$ cat src/rtl/multi_delta_counter.sv
// multi_delta_counter
//   A bank of CHANNELS independent up/down counters, each WIDTH bits wide.
//   Every channel steps by its own delta and can either wrap or saturate
//   (SATURATE parameter, shared by all channels). Each channel keeps sticky
//   overflow/underflow flags. All outputs are registered, so they follow the
//   inputs sampled at an edge by exactly one cycle.
//
//   Per-channel update priority: clear > load > enable > hold.
//   A count step with delta = 0 leaves the count and the flags unchanged.
//
// Optional feature (macro MULTI_DELTA_COUNTER_THRESH_EN):
//   Adds thresh_i and hit_o. hit_o[c] is a one-cycle registered pulse,
//   aligned with q_o, raised when a load or a non-zero count step produces a
//   value equal to the channel's threshold. Clear and hold never pulse.
//
// Ports
//   clk_i        clock, all state updates on the rising edge
//   rst_i        synchronous active-high reset, overrides everything
//   clear_i      per-channel clear (count and flags to 0)
//   load_i       per-channel load of d_i (flags to 0)
//   en_i         per-channel count enable
//   down_i       per-channel direction, 1 = subtract delta
//   delta_i      per-channel step, channel c at [c*WIDTH +: WIDTH]
//   d_i          per-channel load value, packed as delta_i
//   thresh_i     per-channel hit threshold (feature macro only)
//   hit_o        per-channel threshold pulse (feature macro only)
//   q_o          per-channel registered count, packed as delta_i
//   overflow_o   per-channel sticky overflow flag
//   underflow_o  per-channel sticky underflow flag
module multi_delta_counter #(
  parameter int WIDTH    = 8,
  parameter int CHANNELS = 4,
  parameter int SATURATE = 0
) (
  input  logic                      clk_i,
  input  logic                      rst_i,
  input  logic [CHANNELS-1:0]       clear_i,
  input  logic [CHANNELS-1:0]       load_i,
  input  logic [CHANNELS-1:0]       en_i,
  input  logic [CHANNELS-1:0]       down_i,
  input  logic [CHANNELS*WIDTH-1:0] delta_i,
  input  logic [CHANNELS*WIDTH-1:0] d_i,
`ifdef MULTI_DELTA_COUNTER_THRESH_EN
  input  logic [CHANNELS*WIDTH-1:0] thresh_i,
  output logic [CHANNELS-1:0]       hit_o,
`endif
  output logic [CHANNELS*WIDTH-1:0] q_o,
  output logic [CHANNELS-1:0]       overflow_o,
  output logic [CHANNELS-1:0]       underflow_o
);

  localparam logic [WIDTH-1:0] ZERO_COUNT = {WIDTH{1'b0}};
  localparam logic [WIDTH-1:0] MAX_COUNT  = {WIDTH{1'b1}};

  for (genvar c = 0; c < CHANNELS; c++) begin : g_ch
    logic [WIDTH-1:0] delta_s;
    logic [WIDTH-1:0] d_s;
    logic [WIDTH-1:0] cnt_r;
    logic [WIDTH-1:0] cnt_next_s;
    logic [WIDTH:0]   sum_s;
    logic [WIDTH:0]   diff_s;
    logic             ovf_r;
    logic             ovf_next_s;
    logic             unf_r;
    logic             unf_next_s;

    assign delta_s = delta_i[c*WIDTH +: WIDTH];
    assign d_s     = d_i[c*WIDTH +: WIDTH];

    // One extra bit exposes the carry (up) or the borrow (down).
    assign sum_s  = {1'b0, cnt_r} + {1'b0, delta_s};
    assign diff_s = {1'b0, cnt_r} - {1'b0, delta_s};

    // Next count and sticky flags, in clear > load > enable > hold order
    always_comb begin
      cnt_next_s = cnt_r;
      ovf_next_s = ovf_r;
      unf_next_s = unf_r;
      if (clear_i[c]) begin
        cnt_next_s = ZERO_COUNT;
        ovf_next_s = 1'b0;
        unf_next_s = 1'b0;
      end else if (load_i[c]) begin
        cnt_next_s = d_s;
        ovf_next_s = 1'b0;
        unf_next_s = 1'b0;
      end else if (en_i[c]) begin
        if (down_i[c]) begin
          if (diff_s[WIDTH]) begin
            unf_next_s = 1'b1;
            if (SATURATE != 0) begin
              cnt_next_s = ZERO_COUNT;
            end else begin
              cnt_next_s = diff_s[WIDTH-1:0];
            end
          end else begin
            cnt_next_s = diff_s[WIDTH-1:0];
          end
        end else begin
          if (sum_s[WIDTH]) begin
            ovf_next_s = 1'b1;
            if (SATURATE != 0) begin
              cnt_next_s = MAX_COUNT;
            end else begin
              cnt_next_s = sum_s[WIDTH-1:0];
            end
          end else begin
            cnt_next_s = sum_s[WIDTH-1:0];
          end
        end
      end else begin
        cnt_next_s = cnt_r;
      end
    end

    // Count and flag registers with synchronous reset
    always_ff @(posedge clk_i) begin
      if (rst_i) begin
        cnt_r <= ZERO_COUNT;
        ovf_r <= 1'b0;
        unf_r <= 1'b0;
      end else begin
        cnt_r <= cnt_next_s;
        ovf_r <= ovf_next_s;
        unf_r <= unf_next_s;
      end
    end

    assign q_o[c*WIDTH +: WIDTH] = cnt_r;
    assign overflow_o[c]         = ovf_r;
    assign underflow_o[c]        = unf_r;

`ifdef MULTI_DELTA_COUNTER_THRESH_EN
    logic [WIDTH-1:0] thresh_s;
    logic             hit_r;
    logic             hit_next_s;

    assign thresh_s = thresh_i[c*WIDTH +: WIDTH];

    // Threshold match; a zero-delta step is a hold, so it cannot pulse
    always_comb begin
      hit_next_s = 1'b0;
      if (clear_i[c]) begin
        hit_next_s = 1'b0;
      end else if (load_i[c]) begin
        hit_next_s = (d_s == thresh_s);
      end else if (en_i[c] && (delta_s != ZERO_COUNT)) begin
        hit_next_s = (cnt_next_s == thresh_s);
      end else begin
        hit_next_s = 1'b0;
      end
    end

    // Hit pulse register, aligned with the count register
    always_ff @(posedge clk_i) begin
      if (rst_i) begin
        hit_r <= 1'b0;
      end else begin
        hit_r <= hit_next_s;
      end
    end

    assign hit_o[c] = hit_r;
`endif
  end

endmodule

$ cat config.mk
export PLATFORM = sky130hd
export DESIGN_NAME = multi_delta_counter
export DESIGN_NICKNAME = d
export VERILOG_FILES = /design/src/rtl/multi_delta_counter.sv
export SDC_FILE = /design/constraint.sdc
export NUM_CORES = 1
export LEC_CHECK = 0
export CELL_PAD_IN_SITES_DETAIL_PLACEMENT = 0
export CELL_PAD_IN_SITES_GLOBAL_PLACEMENT = 1
export CORE_ASPECT_RATIO = 1.2
export CORE_MARGIN = 3
export CORE_UTILIZATION = 35
export DETAILED_ROUTE_END_ITERATION = 16
export GPL_TIMING_DRIVEN = 0
export PLACE_DENSITY = 0.87
export SETUP_SLACK_MARGIN = 0.02
export SYNTH_ARGS = -nofsm -noshare
export SYNTH_HDL_FRONTEND = slang
export SYNTH_SLANG_ARGS = --single-unit
$ cat constraint.sdc
create_clock -name clk_i -period 2.8 [get_ports clk_i]
set_input_delay 0.56 -clock clk_i [delete_from_list [all_inputs] [get_ports clk_i]]
set_output_delay 0.56 -clock clk_i [all_outputs]
set_load 0.1 [all_outputs]
# Word-level counts from Yosys, hierarchy flattened
# Index checks and enable logic that the tools add are counted.
[op_classes]
add_sub_neg = 8
muxes = 12
bitwise_logic = 4
reduce_logical = 20
[ops]
columns = ["cell", "n"]
rows = [
  ["2-to-1 mux 8 bit", 12],
  ["adder 8 x 8 -> 9 bit", 4],
  ["subtractor 8 x 8 -> 9 bit", 4],
  ["AND reduction 3 bit", 8],
  ["OR reduction 3 bit", 4],
  ["nonzero test 2 bit", 4],
  ["OR reduction 2 bit", 4],
  ["NOT 1 bit", 4],
]
[totals]
ff_bits = 40
in_bits = 82
output_inout_bits = 40

# Logic depth before layout (Yosys ltp)
# Gate-level depths: netlist of the first run.
[logic_depth]
word_depth = 4
ltp_mapped = 9
depth_no_buf = 9

# Worst setup path after synthesis of the first run
# No wires, ideal clock.
[synth_timing]
path_type = "register -> register"
from = "register g_ch[0].cnt_r[0]"
to = "register g_ch[0].cnt_r[6]"
setup_time_ps = 129
arrival_time_ps = 2663
path_slack_ps = 8
stages_incl_launch_ff = 10
path_buffers = 0
period_less_slack_ps = 2792
cell_sequence = "dfxtp_1 ha_1 inv_1 fa_1 o21ba_2 o311ai_0 a21oi_1 o22ai_1 xor2_1 o22ai_1"
[synth_via]
elab_chain_cells = 4
elab_cells_between_ends = 5
classes_between = "2 x add/sub; 3 x mux"
[synth_rtl]
columns = ["item", "line_no", "rtl"]
rows = [
  ["start, declared", "58", "logic [WIDTH-1:0] cnt_r;"],
  ["start signal, assigned", "123", "cnt_r <= cnt_next_s;"],
  ["adder 8 x 8 -> 9 bit or subtractor 8 x 8 -> 9 bit (tied branches)", "71, 72", ""],
  ["2-to-1 mux 8 bit (*)", "88", "if (down_i[c]) begin"],
  ["2-to-1 mux 8 bit (*)", "87", "end else if (en_i[c]) begin"],
  ["2-to-1 mux 8 bit (*)", "83", "end else if (load_i[c]) begin"],
]
# Every way passes the cells marked *; elsewhere a longest branch is shown, timed or not. The select of a mux whose other input is x is not followed.
# A chain may end at the register's enable or synchronous reset.

# Worst setup path after layout of the first run
[layout_timing]
from = "input delta_i[0]"
to = "register g_ch[0].cnt_r[6]"
[layout_via]
elab_chain_cells = 4
elab_cells_between_ends = 5
classes_between = "2 x add/sub; 3 x mux"
[layout_rtl]
columns = ["item", "line_no", "rtl"]
rows = [
  ["start, declared", "41", "input logic [CHANNELS*WIDTH-1:0] delta_i,"],
  ["adder 8 x 8 -> 9 bit or subtractor 8 x 8 -> 9 bit (tied branches)", "71, 72", ""],
  ["2-to-1 mux 8 bit (*)", "88", ""],
  ["2-to-1 mux 8 bit (*)", "87", ""],
  ["2-to-1 mux 8 bit (*)", "83", ""],
]
# Marked as above.

==> flow_metrics.py, run 1 <==
metrics = {
    "run_status": {
        "status": "finished clean",
    },
    "place": {
        "place_area_mm2": 0.00583,
        "hpwlAfterDp_um": 10200,
        "finalWeightedCongestion": 0.898,
        "io_buffers": 116,
    },
    "routing": {
        "wl_um": 12600,
        "via_count": 4539,
        "viasPerCell": 5.20,
        "drt-initial-drc-count": 223,
        "avgRoutedWirePerCell_um": 14.4,
        "drc": 0,
        "drtPass1Iterations": 5,
        "postRouteAntennaNets": 0,
    },
    "clocking": {
        "cts_resized": 0,
        "htree_levels": 2,
        "post_cts_buffers": 0,
        "clockBufferDepth": 2,
        "ctsHoldBuffers": 0,
        "clock_sinks": 40,
        "clk_latency_ps": 290,
        "cts_buffers": 5,
        "clock-root-buffer": "clkbuf_16",
        "cts_tree": "yes",
        "cts.clk_slew.worst_paths_ps": 60,
    },
    "synthesis": {
        "synth_edf_count": 0,
        "synth_warnings": 0,
        "ys_seq_area_share_pct": 17.9,
        "synth.distinct_cells": 59,
        "ys_ff_latch": 40,
        "syn_inst": 588,
        "async_flop_share_pct": 0,
        "synth_area_mm2": 0.00446,
        "syn_area_per_cell_um2": 7.59,
        "synthesis.nets": 746,
        "synthFlopType": "dfxtp_1",
    },
    "timing": {
        "holdWs_ps": 476,
        "post-route-period-util_pct": 94.0,
        "finalHoldViolCount": 0,
        "period_minus_slack_ps": 2630,
        "relSlewSlack_pct": 32.3,
        "final_max_slew_viol_count": 0,
        "rsz0062_at_grt": "false",
        "fmax_ghz": 0.380,
        "setup_viol": 0,
        "tightest_slew_ps": 1010,
        "skew_ps": 5.91,
    },
    "critical_path": {
        "start_kind": "primary input",
        "critPathSlowestCell": "clkdlybuf4s50_1",
        "path_cells": "clkdlybuf4s50_1 > ha_1 > inv_1 > fa_1 > o21ba_2 > o311ai_2 > a21oi_1 > o22ai_1 > xor2_1 > o22ai_1",
        "end_kind": "flop",
        "crit_arrival_ps": 2800,
        "path_common_cell": "o22ai_1",
        "crit_family": "compound AO/OA/AOI/OAI gates",
        "path_buf_inv": 2,
        "worst_ep_required_time_ps": 2960,
        "critical_path.max_stage_delay_ps": 530,
        "crit_fanout": 3,
        "crit_type": "primary input to flop",
    },
    "global_route": {
        "gr-total-overflow": 0,
        "grt_antenna_before_repair": 0,
        "grt_pass1_vias": 4518,
        "track_usage_pct": 17.6,
        "grt_pass1_wl_um": 20500,
        "grt_max_degree": 13,
    },
    "pwr": {
        "power.internal_mw": 1.42,
        "powerDensity_mw_per_mm2": 370,
        "p_comb_share_pct": 39.7,
        "p_switching_mw": 0.804,
        "total_power_mw": 2.22,
        "p_clk_share_pct": 32.2,
        "ir_worst_vdd_v": 0.000203,
        "p_leak_nw": 2.55,
        "switching_share_pct": 36.1,
        "p_seq_share_pct": 28.0,
    },
    "floorplanning": {
        "num_io_pins": 122,
        "core_mm2": 0.0123,
        "die_height_um": 130,
        "dieWidth_um": 109,
        "start_util_pct": 36.4,
        "num_rows": 44,
        "die-area_mm2": 0.0142,
    },
    "final_layout": {
        "final_common_cell": "clkdlybuf4s50_1",
        "final_util_pct": 49.0,
        "final_nets": 869,
        "diodes": 0,
        "drive_gt1_share_pct": 4.78,
        "layout_common_cells": "clkdlybuf4s50_1, ha_1, inv_1",
        "design_area_mm2": 0.00602,
        "synthToLayoutAreaGrowth_pct": 34.8,
    },
    "hold_path": {
        "worstHoldPathType": "flop to flop",
    },
    "run": {
        "cap_viol_max_count": 0,
    },
}
==> worst paths after layout <==
path | start | endpoint | slack [ps] | cells after the start
hold / removal | g_ch[3].unf_r | g_ch[3].unf_r | 480 | 2
setup reg to reg | g_ch[1].cnt_r[0] | g_ch[1].cnt_r[4] | 600 | 9
hold reg to reg | g_ch[3].unf_r | g_ch[3].unf_r | 480 | 2
setup / recovery | delta_i[0] | g_ch[0].cnt_r[6] | 170 | 10
==> registers in the layout (all words and copies together) (netlist names) <==
signal / cells
g_ch.ovf_r: 4
g_ch.unf_r: 4
g_ch.cnt_r: 32
==> layer usage <==
metal  routed length, um  vias up  GRT usage [%]
met1                5500     2074           21.6
met3                 795       22           3.76
met4                 258        0           5.72
met2                6030      139           30.5
li1                    -     2304              -
met5                   0        -              0
==> cell type report <==
type | count | area [um2]
buffer | 38 | 185
clock buffer | 7 | 153
sequential | 40 | 802
multi-input combinational | 446 | 3250
tap | 161 | 201
clock inverter | 1 | 30.0
timing repair buffer | 116 | 1160
fill | 1217 | 6260
inverter | 64 | 240
==> synth_stat cells, drive strengths merged (12+ instances only) <==
cell,n,share of area [%]
nor2,55,4.6
nor2b,17,2.4
xnor2,17,3.3
a211oi,14,2.5
ha,68,19
buf,20,2.6
dfxtp,40,18
a21oi,63,7.1
inv,64,5.4
nand2b,12,1.7
nand2,28,2.4
clkbuf,18,1.5
nor3b,14,2.4
o21ai,26,2.9
o22ai,16,2.2
==> worst min-delay path, delay by kind of cell (launching register included) <==
kind | cells | cell delay, ps
compound gates | 1 | 60
flops | 1 | 330
simple gates | 1 | 50
==> power groups by stage <==
| stage | combinational (mW) | sequential [mW] | clock (mW) |
|---|---|---|---|
| 3_5_place_dp | 0.877 | 0.637 | 0 |
| 2_1_floorplan | 0.434 | 0.800 | 0 |
| 5_1_grt | 0.963 | 0.628 | 0.762 |
| 3_3_place_gp | 0.866 | 0.635 | 0 |
| 4_1_cts | 0.883 | 0.624 | 0.747 |
| 6_report | 0.883 | 0.624 | 0.717 |
==> per-stage QoR <==
| stage | TNS, ps | worst slack, ps | std cells |
|---|---|---|---|
| floorplan | 0 | 37.7 | 588 |
| global placement | -389 | -269 | 865 |
| detailed placement | -445 | -246 | 865 |
| CTS | 0 | 48.8 | 873 |
| global route | 0 | 45.2 | 873 |
| finish | 0 | 168 | 873 |
==> kinds of logic after synthesis <==
kind of cell    share of synthesized area (%)
flops                                    17.9
fa+ha+maj                                22.6
mux                                      1.57
buf+inv                                  9.53
xor+xnor                                 3.73
simple gates                             18.2
compound gates                           26.3
(Power assumes the default switching activity.)
==> inputs of run 2 (changes only) <==
--- a/config.mk
+++ b/config.mk
@@ -8,7 +8,6 @@
 export CELL_PAD_IN_SITES_DETAIL_PLACEMENT = 0
 export CELL_PAD_IN_SITES_GLOBAL_PLACEMENT = 1
 export CORE_ASPECT_RATIO = 1.2
-export CORE_MARGIN = 3
 export CORE_UTILIZATION = 35
 export DETAILED_ROUTE_END_ITERATION = 16
 export GPL_TIMING_DRIVEN = 0
==> flow_metrics.py, run 2 (same netlist as run 1, synthesis figures left out) <==
metrics = {
    "run_status": {
        "status": "finished clean",
    },
    "final_layout": {
        "layout_common_cells": "clkdlybuf4s50_1, ha_1, inv_1",
        "final_cell_count_no_fill": 874,
        "largest_reg_flops": 32,
        "final_util_pct": 48.9,
        "final_common_cell": "clkdlybuf4s50_1",
        "synthToLayoutAreaGrowth_pct": 34.4,
        "drive_gt1_share_pct": 4.63,
        "largest_register": "g_ch.cnt_r",
        "reg.largest.list": "g_ch.cnt_r x32, g_ch.ovf_r x4, g_ch.unf_r x4",
        "final_nets": 870,
        "diodes": 0,
    },
    "critical_path": {
        "start_kind": "primary input",
        "crit_fanout": 3,
        "worst_ep_required_time_ps": 3000,
        "crit_arrival_ps": 2820,
        "end_kind": "flop",
        "crit_type": "primary input to flop",
    },
    "global_route": {
        "grt_pass1_wl_um": 20400,
        "gr-total-overflow": 0,
        "grt_antenna_before_repair": 1,
        "grt_max_degree": 13,
        "grt_pass1_vias": 4422,
        "track_usage_pct": 18.7,
    },
    "clocking": {
        "cts.clk_slew.worst_paths_ps": 70,
        "clockBufferDepth": 2,
        "clock_sinks": 40,
        "clk_latency_ps": 290,
        "cts_buffers": 5,
        "ctsHoldBuffers": 0,
        "clock-root-buffer": "clkbuf_16",
        "cts_tree": "yes",
        "htree_levels": 2,
    },
    "routing": {
        "drtPass1Iterations": 5,
        "wl_um": 12500,
        "drc": 0,
        "via_count": 4600,
        "avgRoutedWirePerCell_um": 14.3,
        "drt-initial-drc-count": 174,
        "postRouteAntennaNets": 0,
        "viasPerCell": 5.26,
    },
    "timing": {
        "rsz0062_at_grt": "false",
        "tightest_slew_ps": 1000,
        "period_minus_slack_ps": 2630,
        "final_max_slew_viol_count": 0,
        "holdWs_ps": 487,
        "setup_viol": 0,
        "fmax_ghz": 0.381,
        "finalHoldViolCount": 0,
        "post-route-period-util_pct": 93.8,
        "skew_ps": 8.21,
        "relSlewSlack_pct": 33.0,
    },
    "place": {
        "io_buffers": 116,
        "finalWeightedCongestion": 0.890,
        "hpwlAfterDp_um": 9840,
        "dp_cells": 865,
    },
    "run": {
        "cap_viol_max_count": 0,
    },
    "pwr": {
        "ir_worst_vdd_v": 0.000229,
        "p_leak_nw": 2.55,
        "powerDensity_mw_per_mm2": 364,
    },
    "floorplanning": {
        "num_rows": 44,
        "num_io_pins": 122,
        "start_util_pct": 36.4,
        "core_mm2": 0.0123,
        "die_height_um": 126,
        "dieWidth_um": 105,
        "die-area_mm2": 0.0132,
    },
    "hold_path": {
        "worstHoldPathType": "flop to flop",
    },
}
[run 2: changes by cell type in the layout (fill, tap and decap cells not counted)]
| cell | previous run | this run |
|---|---|---|
| clkbuf_1 | 18 | 19 |
| o311ai_2 | 1 | 0 |
| clkbuf_8 | 2 | 0 |
| buf_4 | 9 | 10 |
| clkinv_2 | 0 | 1 |
| o311ai_1 | 2 | 3 |
[run 2: stage by stage]
stage          power [mW]  setup WS (ps)  TNS, ps  instance area (um2)
2_1_floorplan        1.23           37.7        0                 4470
3_3_place_gp         1.50           -199     -247                 5830
3_5_place_dp         1.51           -191     -371                 5830
4_1_cts              2.20            111        0                 5990
5_1_grt              2.31           10.2        0                 6000
6_report             2.18            173        0                 6000
[run 2: where the power goes]
part | switching, mW | total (mW) | internal (mW)
sequential | 0.0293 | 0.624 | 0.595
combinational | 0.526 | 0.882 | 0.356
clock | 0.254 | 0.675 | 0.420
total | 0.810 | 2.18 | 1.37
[run 2: layout make-up]
| class | instances | area [um2] |
|---|---|---|
| fill | 1204 | 6280 |
| multi-input combinational | 446 | 3240 |
| timing repair buffer | 117 | 1170 |
| sequential | 40 | 802 |
| inverter | 64 | 240 |
| tap | 161 | 201 |
| buffer | 38 | 185 |
| clock buffer | 6 | 129 |
| clock inverter | 2 | 35.0 |
[run 2: worst max-delay path, cell delays in order]
cell and delay, ps:
clkdlybuf4s50_1 540, ha_1 190, inv_1 60, fa_1 380
o21bai_1 210, a21oi_1 100, or2_2 280, a21oi_1 140
o21ai_0 100, a311oi_1 270
[run 2: routing by layer]
| layer | wire length (um) | track usage [%] | up-vias |
|---|---|---|---|
| li1 | - | - | 2305 |
| met1 | 5440 | 23.3 | 2133 |
| met2 | 6310 | 34.0 | 151 |
| met3 | 655 | 2.80 | 9 |
| met4 | 109 | 3.81 | 2 |
| met5 | 13 | 0 | - |
[run 2: path summary, 6_finish.rpt]
| check | from | end | slack [ps] | cells after the start |
|---|---|---|---|---|
| worst max-delay path | delta_i[8] | g_ch[1].cnt_r[4] | 170 | 10 |
| worst min-delay path | g_ch[1].unf_r | g_ch[1].unf_r | 490 | 1 |
| worst max register to register | g_ch[1].cnt_r[0] | g_ch[1].cnt_r[4] | 580 | 9 |
| worst min register to register | g_ch[1].unf_r | g_ch[1].unf_r | 490 | 1 |
[run 2: what timing repair did]
action | CTS | global route
buffers inserted | 0 | 1
endpoints found under the setup margin | 0 | 2
resized for setup | 0 | 1
